$ cat src/rtl/regfile_scoreboard.sv
// regfile_scoreboard: general-purpose register file with two combinational
// read ports, one clocked writeback port, optional hardwired-zero R0,
// optional write-to-read bypass, and a per-register pending-write scoreboard
// used by decode for hazard stalls.
module regfile_scoreboard #(
    parameter int DATA_W   = 32,
    parameter int ADDR_W   = 5,
    parameter int ZERO_REG = 1,
    parameter int BYPASS   = 1
) (
    input  logic              clk,
    input  logic              reset,
    input  logic [ADDR_W-1:0] rd_addr_a,
    input  logic [ADDR_W-1:0] rd_addr_b,
    output logic [DATA_W-1:0] rd_data_a,
    output logic [DATA_W-1:0] rd_data_b,
    output logic              rd_busy_a,
    output logic              rd_busy_b,
    input  logic              wr_en,
    input  logic [ADDR_W-1:0] wr_addr,
    input  logic [DATA_W-1:0] wr_data,
    input  logic              rsv_en,
    input  logic [ADDR_W-1:0] rsv_addr,
    input  logic              flush,
    output logic              rsv_conflict,
    output logic [ADDR_W:0]   pending_cnt
);

    localparam int NUM_REGS = 2 ** ADDR_W;

    // Register storage and scoreboard state
    logic [DATA_W-1:0]   regs [NUM_REGS];
    logic [NUM_REGS-1:0] busy_p1;
    logic [NUM_REGS-1:0] busy_next;
    logic                conflict_p1;
    logic                conflict_next;
    logic [ADDR_W:0]     cnt_p1;

    // Qualified requests: R0 (when hardwired) swallows writes and reservations,
    // and a flush squashes the reservation of the instruction leaving decode.
    logic wr_ok;
    logic rsv_ok;

    // True when the address names the hardwired-zero register.
    function automatic logic is_zero_reg(input logic [ADDR_W-1:0] addr);
        return (ZERO_REG != 0) && (addr == '0);
    endfunction

    // Number of set bits in the busy vector.
    function automatic logic [ADDR_W:0] popcount(input logic [NUM_REGS-1:0] v);
        logic [ADDR_W:0] c;
        c = '0;
        for (int i = 0; i < NUM_REGS; i++) begin
            c = c + {{ADDR_W{1'b0}}, v[i]};
        end
        return c;
    endfunction

    // Forwarding hit: the writeback of this cycle targets the read address.
    function automatic logic bypass_hit(input logic                wr_valid,
                                        input logic [ADDR_W-1:0] waddr,
                                        input logic [ADDR_W-1:0] raddr);
        return (BYPASS != 0) && wr_valid && (waddr == raddr);
    endfunction

    assign wr_ok  = wr_en && !is_zero_reg(wr_addr);
    assign rsv_ok = rsv_en && !flush && !is_zero_reg(rsv_addr);

    // Writeback into the storage array; reset clears every register.
    always_ff @(posedge clk or posedge reset) begin
        if (reset) begin
            for (int i = 0; i < NUM_REGS; i++) begin
                regs[i] <= '0;
            end
        end else if (wr_ok) begin
            regs[wr_addr] <= wr_data;
        end
    end

    // Scoreboard next state: flush beats reserve, reserve beats release.
    always_comb begin
        busy_next     = busy_p1;
        conflict_next = 1'b0;
        if (flush) begin
            busy_next = '0;
        end else begin
            if (wr_ok) begin
                busy_next[wr_addr] = 1'b0;
            end
            if (rsv_ok) begin
                busy_next[rsv_addr] = 1'b1;
                // A reservation on a register that a same-cycle write is
                // releasing is a clean hand-over, not a WAW conflict.
                conflict_next = busy_p1[rsv_addr] && !(wr_ok && (wr_addr == rsv_addr));
            end
        end
    end

    // Scoreboard state, conflict pulse and pending count all move on the same edge.
    always_ff @(posedge clk or posedge reset) begin
        if (reset) begin
            busy_p1     <= '0;
            conflict_p1 <= 1'b0;
            cnt_p1      <= '0;
        end else begin
            busy_p1     <= busy_next;
            conflict_p1 <= conflict_next;
            cnt_p1      <= popcount(busy_next);
        end
    end

    assign rsv_conflict = conflict_p1;
    assign pending_cnt  = cnt_p1;

    // Read port A: stored value, overridden by same-cycle writeback when bypassing.
    always_comb begin
        rd_data_a = regs[rd_addr_a];
        if (bypass_hit(wr_ok, wr_addr, rd_addr_a)) begin
            rd_data_a = wr_data;
        end
        if (reset || is_zero_reg(rd_addr_a)) begin
            rd_data_a = '0;
        end
    end

    // Read port B: same selection as port A.
    always_comb begin
        rd_data_b = regs[rd_addr_b];
        if (bypass_hit(wr_ok, wr_addr, rd_addr_b)) begin
            rd_data_b = wr_data;
        end
        if (reset || is_zero_reg(rd_addr_b)) begin
            rd_data_b = '0;
        end
    end

    // Busy flags: a forwarded writeback satisfies the hazard unless the same
    // register is being re-reserved by a new producer this cycle.
    always_comb begin
        rd_busy_a = busy_p1[rd_addr_a];
        rd_busy_b = busy_p1[rd_addr_b];
        if (bypass_hit(wr_ok, wr_addr, rd_addr_a) && !(rsv_ok && (rsv_addr == rd_addr_a))) begin
            rd_busy_a = 1'b0;
        end
        if (bypass_hit(wr_ok, wr_addr, rd_addr_b) && !(rsv_ok && (rsv_addr == rd_addr_b))) begin
            rd_busy_b = 1'b0;
        end
        if (reset || is_zero_reg(rd_addr_a)) begin
            rd_busy_a = 1'b0;
        end
        if (reset || is_zero_reg(rd_addr_b)) begin
            rd_busy_b = 1'b0;
        end
    end

endmodule
$ cat config.mk
export PLATFORM = sky130hd
export DESIGN_NAME = regfile_scoreboard
export DESIGN_NICKNAME = d
export VERILOG_FILES = /design/src/rtl/regfile_scoreboard.sv
export SDC_FILE = /design/constraint.sdc
export NUM_CORES = 2
export LEC_CHECK = 0
export BUFFER_PORTS_ARGS = -buffer_cell sky130_fd_sc_hd__clkbuf_2
export CAP_MARGIN = 20
export CORE_ASPECT_RATIO = 0.9
export CORE_UTILIZATION = 60
export CTS_BUF_LIST = sky130_fd_sc_hd__clkbuf_8
export CTS_CLUSTER_DIAMETER = 150
export DETAILED_ROUTE_END_ITERATION = 6
export PLACE_DENSITY = 0.77
export SLEW_MARGIN = 20
export SYNTH_ARGS = -nofsm -noshare
export SYNTH_HDL_FRONTEND = slang
export SYNTH_SLANG_ARGS = --single-unit
$ cat constraint.sdc
create_clock -name clk -period 74.5 [get_ports clk]
set_input_delay 11.175 -clock clk [delete_from_list [all_inputs] [get_ports clk]]
set_output_delay 11.175 -clock clk [all_outputs]
set_load 0.01 [all_outputs]
# After elaboration in Yosys (flattened, before gate mapping)
# Cells that the tools add are included.
dict set report op_classes {
  eq_ne 5
  n_lt_le_gt_ge 10
  mul 0
  n_shift 0
  reduce_logical 26
  mux 33
  n_bitwise 6
  div 0
  n_addsub 31
}
# cell count
set op_table {}
lappend op_table {{1024-bit bitwise mux} 1}
lappend op_table {{32-bit 2-to-1 mux} 13}
lappend op_table {{32-bit binary-select mux with 5-bit select} 2}
lappend op_table {{32-bit demux with 5-bit select} 1}
lappend op_table {{6-bit by 1-bit adder with 6-bit output} 26}
lappend op_table {{32-bit bitwise AND} 1}
lappend op_table {{32-bit inverter} 1}
lappend op_table {{32-bit bitwise OR} 1}
lappend op_table {{5-bit equality test} 5}
lappend op_table {{5-bit by 6-bit less-than comparator with 1-bit output (second input constant)} 4}
lappend op_table {{5-bit logical NOT} 4}
lappend op_table {{6-bit >= comparator (second input constant)} 3}
lappend op_table {{5-bit inverter with 6-bit output} 3}
lappend op_table {{1-bit binary-select mux with 5-bit select} 3}
lappend op_table {{1-bit logical AND} 14}
lappend op_table {{1-bit 2-to-1 mux} 11}
lappend op_table {{1-bit demux with 5-bit select} 2}
lappend op_table {{5-bit by 1-bit >= comparator with 1-bit output (second input constant)} 2}
lappend op_table {{5-bit by 1-bit adder with 6-bit output} 1}
lappend op_table {{1-bit logical NOT} 6}
lappend op_table {{6-bit by 1-bit less-than comparator with 1-bit output (second input constant)} 1}
lappend op_table {{4-bit by 1-bit adder with 5-bit output} 1}
lappend op_table {{3-bit by 1-bit adder with 4-bit output} 1}
lappend op_table {{2-bit by 1-bit adder with 3-bit output} 1}
lappend op_table {{other kinds (2)} 3}
dict set report totals {
  rom_bits 0
  n_memories 0
  out_inout_bits 73
  word_cells 146
  latchBits 0
  in_bits 57
  regBits 1063
  ramBits 0
}

# Depth between registers and ports, before layout
dict set report depth {
  word_depth 42
  ltp_mapped 22
  ltp_nobuf 20
}

# Least setup slack after synthesis
# Ideal clock, no wire load.
dict set report synth_timing {
  path_kind {input -> output}
  from {in rd_addr_a[0]}
  to {out rd_data_a[22]}
  required_ns 63.325
  cell_stages 7
  n_path_buf 3
  t_arrival_ns 12.783
  slack_ns 50.542
  path_cell_list {clkbuf_2 > buf_4 > buf_2 > mux4_2 > mux2i_1 > o21ai_0 > a32o_1}
}
dict set report synth_via {
  elab_chain_cells 6
  elab_cells_between_ends 10
  classes_between {eq/ne (1); mux (5); bitwise (1); reduce/logical (3)}
}
# item line
set synth_lines {}
lappend synth_lines {{from (decl)} 13} ;# input logic [ADDR_W-1:0] rd_addr_a,
lappend synth_lines {{5-bit inverter with 6-bit output (not written as such)} 117} ;# rd_data_a = regs[rd_addr_a];
lappend synth_lines {{32-bit binary-select mux with 5-bit select} 117}
lappend synth_lines {{32-bit 2-to-1 mux (not written as such) (2 in series)} 117}
lappend synth_lines {{32-bit 2-to-1 mux} 118} ;# if (bypass_hit(wr_ok, wr_addr, rd_addr_a)) begin
lappend synth_lines {{32-bit 2-to-1 mux *} 121} ;# if (reset || is_zero_reg(rd_addr_a)) begin
lappend synth_lines {{to (decl)} 15} ;# output logic [DATA_W-1:0] rd_data_a,
# Every way passes the cells marked *; elsewhere a longest branch is shown, timed or not. The select of a mux whose other input is x is not followed.

# Final worst setup path
dict set report layout_timing {
  from {in rd_addr_a[0]}
  to {out rd_data_a[7]}
}
# Same word-level chain as after synthesis.

==> impl_metrics.py <==
metrics = {
    "outcome": {
        "outcome": "finished clean",
    },
    "synthesis": {
        "mappedNetlistArea_mm2": 0.05834,
        "ys_types": 61,
        "syn_nets": 4184,
        "synth_top_area_share_pct": 45.59,
        "synth_area_leaders": "dfrtp_1 (46%), mux2_2 (18%), mux4_2 (18%)",
        "synth_top_cell_by_area": "dfrtp_1",
        "yosys-top-cells-count": "dfrtp_1 (1063), mux2_2 (951), mux4_2 (472)",
        "ys_seq_area_share_pct": 45.59,
        "synth.most_common_cell": "dfrtp_1",
        "syn-instance-count": 4096,
        "ys.flop_type": "dfrtp_1",
        "synth_seq_cells": 1063,
        "ys_async_sr_fraction_pct": 100.0,
        "synth.avg_cell_area_um2": 14.24,
        "synth_edf_count": 0,
        "synth_warnings": 0,
    },
    "clocking": {
        "cts_tree": "yes",
        "post_cts_buffers": 0,
        "clk_pin_slew_ns": 0.05,
        "postCtsResizedCells": 0,
        "clockBufferDepth": 3,
        "clock-sinks": 1063,
        "clkLatencyLatePin_ns": 0.86,
        "postCtsHoldBufs": 0,
        "cts_root_buf": "clkbuf_8",
        "h-tree-depth": 4,
        "numCtsBuffers": 170,
    },
    "drt": {
        "vias": 39520,
        "drc": 0,
        "ant_nets": 0,
        "dr.pass1.iters": 7,
        "drtIter0Drc": 5006,
        "viasPerCell": 7.265,
        "routed_wl_um": 179900,
        "drt-wirelength-per-cell_um": 33.08,
    },
    "setup_path": {
        "critPathMaxStageDelay_ns": 0.78,
        "worstSetupStartpointType": "primary input",
        "crit_slowest_cell": "buf_4",
        "path_cells": "buf_8, buf_4, buf_12, buf_4, mux4_2, a2bb2oi_1, a31oi_1, o21ai_0, a32o_1, clkbuf_2",
        "crit_fanout": 100,
        "critical-path-top-cell-by-count": "buf_4",
        "cp.arrival_ns": 15.77,
        "cp_data_required_time_ns": 63.33,
        "endpoint_kind": "output pin",
        "path_class": "primary input to output pin",
    },
    "cells_and_area": {
        "drive_gt1_share_pct": 47.19,
        "multi_input_area_mm2": 0.02958,
        "area_growth_pct": 7.619,
        "fin_cells": 5439,
        "final_net_count": 4121,
        "seq_area_mm2": 0.02660,
        "fillers": 6873,
    },
    "sta": {
        "relSlewSlack_pct": 24.56,
        "fin_crit_ns": 26.95,
        "rsz0062_at_grt": "no",
        "fin_ws_ns": 47.55,
        "finClkSkew_ns": 0.02633,
        "timing.hold.ws_ns": 0.3922,
        "post-route-period-util_pct": 36.17,
        "drv_slew": 0,
        "fin_setup_tns_ns": 0,
        "setup_viol": 0,
        "finalHoldViolations": 0,
        "worstMarginPinSlew_ns": 1.132,
        "fmaxAchievable_mhz": 37.11,
    },
    "floorplanning": {
        "io_pins": 130,
        "rows": 108,
        "die_x_um": 330.7,
        "die_area_mm2": 0.09850,
        "core_mm2": 0.09635,
        "dieHeight_um": 297.8,
        "initial_core_util_pct": 60.56,
    },
    "global_route": {
        "grt_pass1_vias": 39740,
        "gr-total-overflow": 0,
        "grt_pass1_wl_um": 266600,
        "antenna_found_initial": 25,
        "grt_max_degree": 183,
        "grt_util_all_layers_pct": 37.30,
    },
    "power_and_ir_drop": {
        "power.switching_uw": 452.1,
        "p_int_mw": 1.143,
        "comb_power_share_pct": 20.5,
        "p_leak_nw": 27.70,
        "vdd_ir_drop_max_uv": 17.94,
        "seq_power_share_pct": 47.8,
        "power_mw": 1.595,
        "clkPwrFrac_pct": 31.7,
        "powerDensity_mw_per_mm2": 25.40,
        "p_sw_share_pct": 28.34,
    },
    "place": {
        "place_ws_ns": 47.56,
        "place_inst": 5124,
        "port_buffers": 129,
        "hpwl_um": 99290,
        "gp_congestion": 0.8867,
    },
    "worst_hold_path": {
        "hp-class": "flip-flop to flip-flop",
    },
    "run": {
        "drv_cap": 0,
    },
}
[placed cells by master (no fill, tap or decap), drive strengths merged, types with 28 or more instances in the layout]
cell type  count
a21oi         66
a2bb2oi       28
a31oi         31
a32o          35
buf           96
clkbuf       340
dfrtp       1063
inv           96
mux2        1003
mux2i        179
mux4         472
nand2        184
nor2         120
o21ai         45
o22ai        120
[logic make-up (layout without fill, tap and decap cells)]
family,count (synthesis),in the layout,share of synthesized area [%]
muxes,1654,1654,40.84
DFF,1063,1063,45.59
adders and majority gates,31,31,0.9736
xor gates and xnor gates,28,28,0.4203
and+or+nand+nor,393,393,2.929
other,0,14,0
AOI/OAI and AO/OA,436,436,5.218
buffers and inverters,491,555,4.032
[per-stage QoR]
step	instance area, um^2	utilization [%]
global route	62770	65.15
global placement	59300	61.55
CTS	62700	65.07
detailed placement	59300	61.55
floorplan	58340	-
finish	62790	65.17
[final timing paths]
kind,from,to,slack (ns),cells past startpoint
setup / recovery,rd_addr_a[0],rd_data_a[7],47.55,10
hold / removal,regs[1022],regs[1022],0.39,0
setup reg to reg,busy_p1[15],pending_cnt[4],69.15,18
hold reg to reg,regs[1022],regs[1022],0.39,0
max in group asynchronous,reset,regs[677],61.32,5
min in group asynchronous,reset,regs[60],10.69,2
[layer usage]
layer | vias to the layer above | share of wire [%] | GRT usage [%]
met4 | 22 | 4.8 | 16.86
met1 | 20780 | 39 | 51.87
li1 | 15550 | - | -
met3 | 590 | 13 | 12.35
met2 | 2576 | 44 | 53.49
met5 | - | 0.072 | 0
[power groups by stage]
stage	Combinational, mW	Sequential [mW]	Clock [mW]
after floorplan	0.265	0.744	0
after global placement	0.314	0.758	0
after detailed placement	0.323	0.767	0
after CTS	0.324	0.758	0.510
after global routing	0.348	0.775	0.535
final	0.327	0.762	0.505
[sequential cells by signal (all words and copies together), names as in the netlist]
name and count:
regs 1024, busy_p1 32, pending_cnt 6, rsv_conflict 1
[worst max-delay path, delay by kind of cell]
family / cells / cell delay, ns
AO/OA/AOI/OAI: 4 / 0.83
multiplexers: 1 / 0.60
buffers and inverters: 5 / 2.76
[final cells by class]
cell class / count / area share (%)
timing repair buffer: 219 / 2.306
clock inverter: 82 / 0.6536
antenna: 14 / 0.05579
multi-input combinational: 2542 / 47.10
clock buffer: 217 / 4.756
tap: 1265 / 2.521
inverter: 37 / 0.2391
sequential: 1063 / 42.36
Power figures use the tool's default switching activity.
